<file path="src/rtl/bus_dma.sv">
// bus_dma: single-channel memory-to-memory DMA for a 16-bit address, 8-bit data bus.
//   clk_i, rst_n_i      clock (rising edge) and asynchronous active-low reset
//   reg_cs_i, reg_addr_i, reg_r_w_n_i, reg_data_i, reg_data_o
//                       CPU register window: SRC/DST/LEN bytes, CTRL, STATUS
//   bus_req_o, bus_gnt_i  bus mastership handshake
//   addr_o, r_w_n_o, data_o, data_i  master port (synchronous memory, read data one cycle late)
//   irq_o               level interrupt on DONE or ABORTED when IRQ_EN is set
module bus_dma (
   input  logic        clk_i,
   input  logic        rst_n_i,
   input  logic        reg_cs_i,
   input  logic [2:0]  reg_addr_i,
   input  logic        reg_r_w_n_i,
   input  logic [7:0]  reg_data_i,
   output logic [7:0]  reg_data_o,
   output logic        bus_req_o,
   input  logic        bus_gnt_i,
   output logic [15:0] addr_o,
   output logic        r_w_n_o,
   output logic [7:0]  data_o,
   input  logic [7:0]  data_i,
   output logic        irq_o
);
   typedef enum logic [2:0] {IDLE, REQ, RD, RDW, WR} state_t;
   state_t state, state_nxt;
   logic [15:0] src, dst, len;
   logic [7:0]  latch;
   logic        irq_en, src_fix, dst_fix, done, aborted;
   logic        reg_wr, busy, start, abort, len_last;
   assign reg_wr   = reg_cs_i & ~reg_r_w_n_i;
   assign busy     = state != IDLE;
   assign abort    = reg_wr && reg_addr_i == 3'd6 && reg_data_i[7];
   // ABORT takes priority over START written in the same access
   assign start    = reg_wr && reg_addr_i == 3'd6 && reg_data_i[0] && !reg_data_i[7];
   // LEN is never 0 in WR, so LEN==1 there means this is the last byte
   assign len_last = len == 16'd1;
   assign irq_o    = irq_en & (done | aborted);
   always_ff @(posedge clk_i or negedge rst_n_i) begin
      if (!rst_n_i) state <= IDLE;
      else          state <= state_nxt;
   end
   always_comb begin
      state_nxt = state;
      bus_req_o = busy;
      addr_o    = 16'h0000;
      r_w_n_o   = 1'b1;
      data_o    = 8'h00;
      case (state)
         IDLE: state_nxt = (start && len != 16'd0) ? REQ : IDLE;
         REQ:  state_nxt = bus_gnt_i ? RD : REQ;
         RD: begin
            addr_o    = src;
            state_nxt = bus_gnt_i ? RDW : REQ;
         end
         RDW: begin
            addr_o    = src;
            state_nxt = bus_gnt_i ? WR : REQ;
         end
         WR: begin
            addr_o    = dst;
            r_w_n_o   = 1'b0;
            data_o    = latch;
            state_nxt = len_last ? IDLE : (bus_gnt_i ? RD : REQ);
         end
         default: state_nxt = IDLE;
      endcase
      if (abort) state_nxt = IDLE;
   end
   always_ff @(posedge clk_i or negedge rst_n_i) begin
      if (!rst_n_i) begin
         src     <= 16'h0000;
         dst     <= 16'h0000;
         len     <= 16'h0000;
         latch   <= 8'h00;
         irq_en  <= 1'b0;
         src_fix <= 1'b0;
         dst_fix <= 1'b0;
         done    <= 1'b0;
         aborted <= 1'b0;
      end else begin
         if (reg_wr && !busy) begin
            case (reg_addr_i)
               3'd0: src[7:0]  <= reg_data_i;
               3'd1: src[15:8] <= reg_data_i;
               3'd2: dst[7:0]  <= reg_data_i;
               3'd3: dst[15:8] <= reg_data_i;
               3'd4: len[7:0]  <= reg_data_i;
               3'd5: len[15:8] <= reg_data_i;
               3'd6: {dst_fix, src_fix, irq_en} <= reg_data_i[3:1];
               default: ;
            endcase
         end
         if (reg_wr && reg_addr_i == 3'd7 && reg_data_i[1]) begin
            done    <= 1'b0;
            aborted <= 1'b0;
         end
         if (!busy && start && len == 16'd0) done <= 1'b1;
         if (state == RDW) latch <= data_i;
         // a WR in flight always completes, even on the ABORT edge
         if (state == WR) begin
            src <= src_fix ? src : src + 16'd1;
            dst <= dst_fix ? dst : dst + 16'd1;
            len <= len - 16'd1;
            if (len_last) done <= 1'b1;
         end
         if (abort) begin
            done    <= 1'b0;
            aborted <= 1'b1;
         end
      end
   end
   always_comb begin
      case (reg_addr_i)
         3'd0:    reg_data_o = src[7:0];
         3'd1:    reg_data_o = src[15:8];
         3'd2:    reg_data_o = dst[7:0];
         3'd3:    reg_data_o = dst[15:8];
         3'd4:    reg_data_o = len[7:0];
         3'd5:    reg_data_o = len[15:8];
         3'd6:    reg_data_o = {4'b0000, dst_fix, src_fix, irq_en, 1'b0};
         default: reg_data_o = {5'b00000, aborted, done, busy};
      endcase
   end
endmodule

</file>
<file path="config.mk">
export PLATFORM = sky130hd
export DESIGN_NAME = bus_dma
export DESIGN_NICKNAME = d
export VERILOG_FILES = /design/src/rtl/bus_dma.sv
export SDC_FILE = /design/constraint.sdc
export NUM_CORES = 1
export LEC_CHECK = 0
export ABC_AREA = 1
export CAP_MARGIN = 20
export CORE_MARGIN = 2
export CORE_UTILIZATION = 55
export CTS_CLUSTER_DIAMETER = 200
export DETAILED_ROUTE_END_ITERATION = 16
export PLACE_DENSITY = 0.8
export SYNTH_ARGS = -nofsm -noshare
export SYNTH_HDL_FRONTEND = slang
export SYNTH_SLANG_ARGS = --single-unit
</file>
<file path="constraint.sdc">
create_clock -name clk_i -period 2.3 [get_ports clk_i]
set_clock_uncertainty 0.05 [all_clocks]
set_input_delay 0.46 -clock clk_i [delete_from_list [all_inputs] [get_ports clk_i]]
set_output_delay 0.46 -clock clk_i [all_outputs]
set_load 0.1 [all_outputs]
</file>
After elaboration in Yosys (flattened, before gate mapping) --
Cells that the tools add are included.
Word-level totals: output and inout port bits 35, input port bits 24, register bits after elaboration 64, word-level logic and storage cells 99
Operators by class: mux-type cells 32, bitwise operators 4, eq/ne operators 14, add/sub/neg operators 3, reductions and logical operators 33
Operator list (number):
- $mux W16 | 8
- $mux W8 | 7
- $pmux W8 S7 | 1
- $add A16 B1 Y16 const B | 2
- $pmux W16 S2 | 1
- $eq A16 B1 Y1 const B | 1
- $logic_not A16 Y1 | 1
- $reduce_bool A16 Y1 | 1
- $reduce_bool A2 Y1 | 8
- $sub A16 B1 Y16 const B | 1
- $eq A3 B3 Y1 const B | 5
- $pmux W3 S5 | 1
- $eq A3 B2 Y1 const B | 4
- $reduce_and A3 Y1 | 4
- $logic_and A1 B1 Y1 | 10
- $mux W1 | 9
- $eq A3 B1 Y1 const B | 2
- $logic_not A3 Y1 | 2
- $mux W2 | 3
- $mux W3 | 2
- $reduce_and A2 Y1 | 3
- $ne A2 B2 Y1 const B | 2
- $reduce_bool A3 Y1 | 1
- $and A1 B1 Y1 | 2
- 4 further kinds | 5

Logic depth before layout (Yosys ltp) --
word-level depth 11, gate-level depth with buffers 10, mapped depth without buffers 10

Worst setup path after synthesis --
OpenSTA, ideal clock, no wires.
path kind reg-to-output, start register state[2], end output addr_o[10], arrival time 2.804 ns, cell stages (with the launch flop) 4, path buffers 0, required time 1.790 ns, setup slack -1.014 ns, cell sequence dfrtp_1 > inv_2 > nand2_1 > o21ai_0
Between the ends: longest elaborated chain between the ends 3, elaborated cells on any way between the ends 5, classes of those cells 3 x eq/ne; 1 x mux; 1 x reduce/logical
Ends and longest elaborated chain:
- from (decl) | RTL line 25 | state_t state, state_nxt;
- from (signal assigned) | RTL line 40 | else state <= state_nxt;
- $eq A3 B2 Y1 | RTL line 48 | case (state)
- $reduce_or A2 Y1 (no line)
- $pmux W16 S2 * | RTL line 48
- to (decl) | RTL line 18 | output logic [15:0] addr_o,
Every way passes the cells marked *; elsewhere a longest branch is shown, timed or not.

Final worst setup path --
start register state[2], end output addr_o[7]
Same word-level chain as after synthesis.

==> results.yml <==
place:
  postPlaceCellArea_um2: 6061
  dp.cells: 889
  gp_congestion: 0.9659
  dp_hpwl_um: 11980
  io_buffer_count: 58
setup_path:
  critical_path_required_ns: 1.79
  critPathArrivalTime_ns: 1.80
  path_max_fanout: 15
  cp_slowest_cell: "dfrtp_2"
  r2r-end: "len[13]$_DFFE_PN0P_"
  crit_chain: "inv_2 -> nand2_1 -> buf_6 -> o22ai_2 -> buf_12"
  path_buf_inv: 3
  cp-start-kind: "flip-flop"
  worstSetupEndpointType: "primary output"
  regToRegSetupSlack_ns: 0.28
  worstSetupStartpoint: "state[2]$_DFF_PN0_"
  cp_top_family: "buffers and inverters"
  rr_worst_depth: 9
  critical_path_class: "flip-flop to primary output"
  slowest_delay_ns: 0.48
  r2r-start: "state[1]$_DFF_PN0_"
final_layout:
  drive_gt1_frac: 0.1955
  fill_cells: 594
  seqCellArea_um2: 1603
  design_area_um2: 6386
  stdcell_count: 908
  multi_input_area_um2: 2800
  antennaDiodeCount: 0
  area_growth_syn_to_layout_pct: 40.34
  fin_nets: 827
logic_synthesis:
  synth.distinct_cells: 34
  synth_top_area_share: 0.3519
  avgSynthCellArea_um2: 6.446
  synthTopCellsByArea: "dfrtp_1 35%, nand2_1 14%, nor2_1 9.6%, inv_1 8.1%, nand3_1 5.7%"
  synth_top_area_cell: "dfrtp_1"
  yosysWarnings: 0
  syn_area_um2: 4551
  syn_nets: 735
  ys_seq_elements: 64
  seq_area_frac_synth: 0.3519
  syn_inst: 706
drt:
  vias: 5360
  dr.pass1.iters: 5
  drc_errors: 0
  drt_wl_total_um: 16220
  avgViaCountPerCell: 5.903
  wl_per_cell_um: 17.87
  drt.antenna.violating_nets: 0
  drtIter0Drc: 505
worst_hold_path:
  worstHoldEndpoint: "aborted$_DFFE_PN0P_"
  whs_path_depth: 1
  min_from: "aborted$_DFFE_PN0P_"
  hold_path_class: "flip-flop to flip-flop"
grt:
  grt_pass1_wl_um: 25660
  antenna_found_initial: 0
  grt_pass1_vias: 5108
  overflow: 0
  grt_usage: 0.3763
  grt_start_max_net_pins: 30
clock_tree:
  clock-sinks: 64
  cts-root-buf: "clkbuf_8"
  path_clk_slew_ns: 0.07
  clk_latency_ns: 0.35
  cts_tree: "yes"
  ctsHtreeMaxLevel: 3
  cts.path.max_buffers: 2
  numCtsBuffers: 9
sta:
  timing.hold.ws_ns: 0.4355
  max_freq_mhz: 433.7
  tns_ns: -0.005800
  tightestPinTransition_ns: 0.5909
  setup_viol: 1
  fin_crit_sh: 1.003
  slew_violations: 0
  hold_violations: 0
  relSlewSlack: 0.6050
  rsz0062_at_grt: "yes"
  finalWorstSetupSlack_ns: -0.005800
  layout_min_cycle_time_ns: 2.306
die:
  fp.dieH_um: 94.96
  rows: 33
  dieArea_um2: 9017
  num_io_pins: 59
  core_um2: 8134
  die_x_um: 94.96
  initial_core_util: 0.5595
job:
  cap_violations: 0
status:
  violations: "negative setup slack"
  outcome: "finished with violations"
power:
  power_density_nw_per_um2: 1285
  finalPower_mw: 8.205
  cellLeakagePower_nw: 2.944
  ir_drop_v: 0.0008086
-- state kept, by name (all words and copies together) (netlist names), 3 cells and up --
name	count
dst	16
src	16
len	16
state	3
latch	8
-- worst max-delay path by stage --
stage	to	slack, ns	depth (start not counted)
after floorplan	reg_data_o[1]	-0.42	4
after global placement	reg_data_o[0]	-0.28	9
after detailed placement	reg_data_o[7]	-0.31	7
after CTS	reg_data_o[7]	-0.009	9
after global routing	addr_o[10]	-0.04	6
final	addr_o[7]	-0.006	5
-- final cells by class --
type / count / area share
Clock buffer: 10 / 0.01998
Timing Repair Buffer: 96 / 0.1959
Inverter: 106 / 0.06466
Multi-Input combinational cell: 521 / 0.4385
Sequential cell: 64 / 0.2510
Clock inverter: 6 / 0.009404
Tap cell: 105 / 0.02057
-- synth_stat cells (all sizes together) --
cell,n
a211oi,1
a21o,1
a21oi,30
a221oi,2
a22oi,2
a31oi,5
buf,14
clkbuf,1
dfrtp,64
ha,5
inv,106
nand2,171
nand3,57
nand3b,1
nand4,11
nor2,122
nor3,13
o2111ai,1
o211ai,6
o21ai,59
o21bai,2
o22ai,29
o311ai,1
o31ai,1
xnor2,1
-- layer usage --
layer | part of all wire | GRT usage
met1 | 0.41 | 0.5061
met2 | 0.46 | 0.5910
met3 | 0.096 | 0.06864
met4 | 0.036 | 0.1703
met5 | 0 | 0
-- repair_timing --
| action | 4_1_cts | 5_1_grt |
|---|---|---|
| cloned | 1 | 0 |
| endpoints found under the setup margin | 19 | 23 |
| setup buffers | 0 | 1 |
| hold endpoints to repair | 8 | 0 |
| hold buffers | 1 | 0 |
| pin swaps | 3 | 4 |
| gates resized for setup | 17 | 19 |
-- cells in the final DEF, fill, tap and decap left out, drive strengths merged, types with 2 or more instances in the layout --
cell | netlist | layout
nand2 | 171 | 171
nor2 | 122 | 122
inv | 106 | 106
buf | 14 | 73
dfrtp | 64 | 64
o21ai | 59 | 59
nand3 | 57 | 57
a21oi | 30 | 30
o22ai | 29 | 29
clkdlybuf4s50 | 0 | 19
nor3 | 13 | 13
clkbuf | 1 | 12
nand4 | 11 | 11
o211ai | 6 | 6
a31oi | 5 | 5
ha | 5 | 5
clkinv | 0 | 3
a22oi | 2 | 2
o21bai | 2 | 2
clkinvlp | 0 | 2
a221oi | 2 | 2
-- report_power, final --
| part | total (mW) | leakage [nW] | switching [mW] | internal (mW) |
|---|---|---|---|---|
| clock network | 0.970 | 0.0920 | 0.475 | 0.495 |
| logic | 4.95 | 2.11 | 3.35 | 1.60 |
| registers | 2.29 | 0.746 | 0.629 | 1.66 |
| total | 8.21 | 2.94 | 4.45 | 3.75 |
-- logic make-up after synthesis --
family	after synthesis	share of synthesized area
and+or+nand+nor	375	0.3481
AOI/OAI and AO/OA	140	0.1746
buffers and inverters	121	0.1097
DFF	64	0.3519
adders and majority gates	5	0.01375
xor gates and xnor gates	1	0.001925
-- metrics by stage --
step / utilization / setup slack, ns
floorplan: - / -0.4197
global placement: 0.7451 / -0.2814
detailed placement: 0.7451 / -0.3130
CTS: 0.7808 / -0.009356
global route: 0.7851 / -0.04074
finish: 0.7851 / -0.005800
No activity file was read; power rests on OpenSTA's default activity.
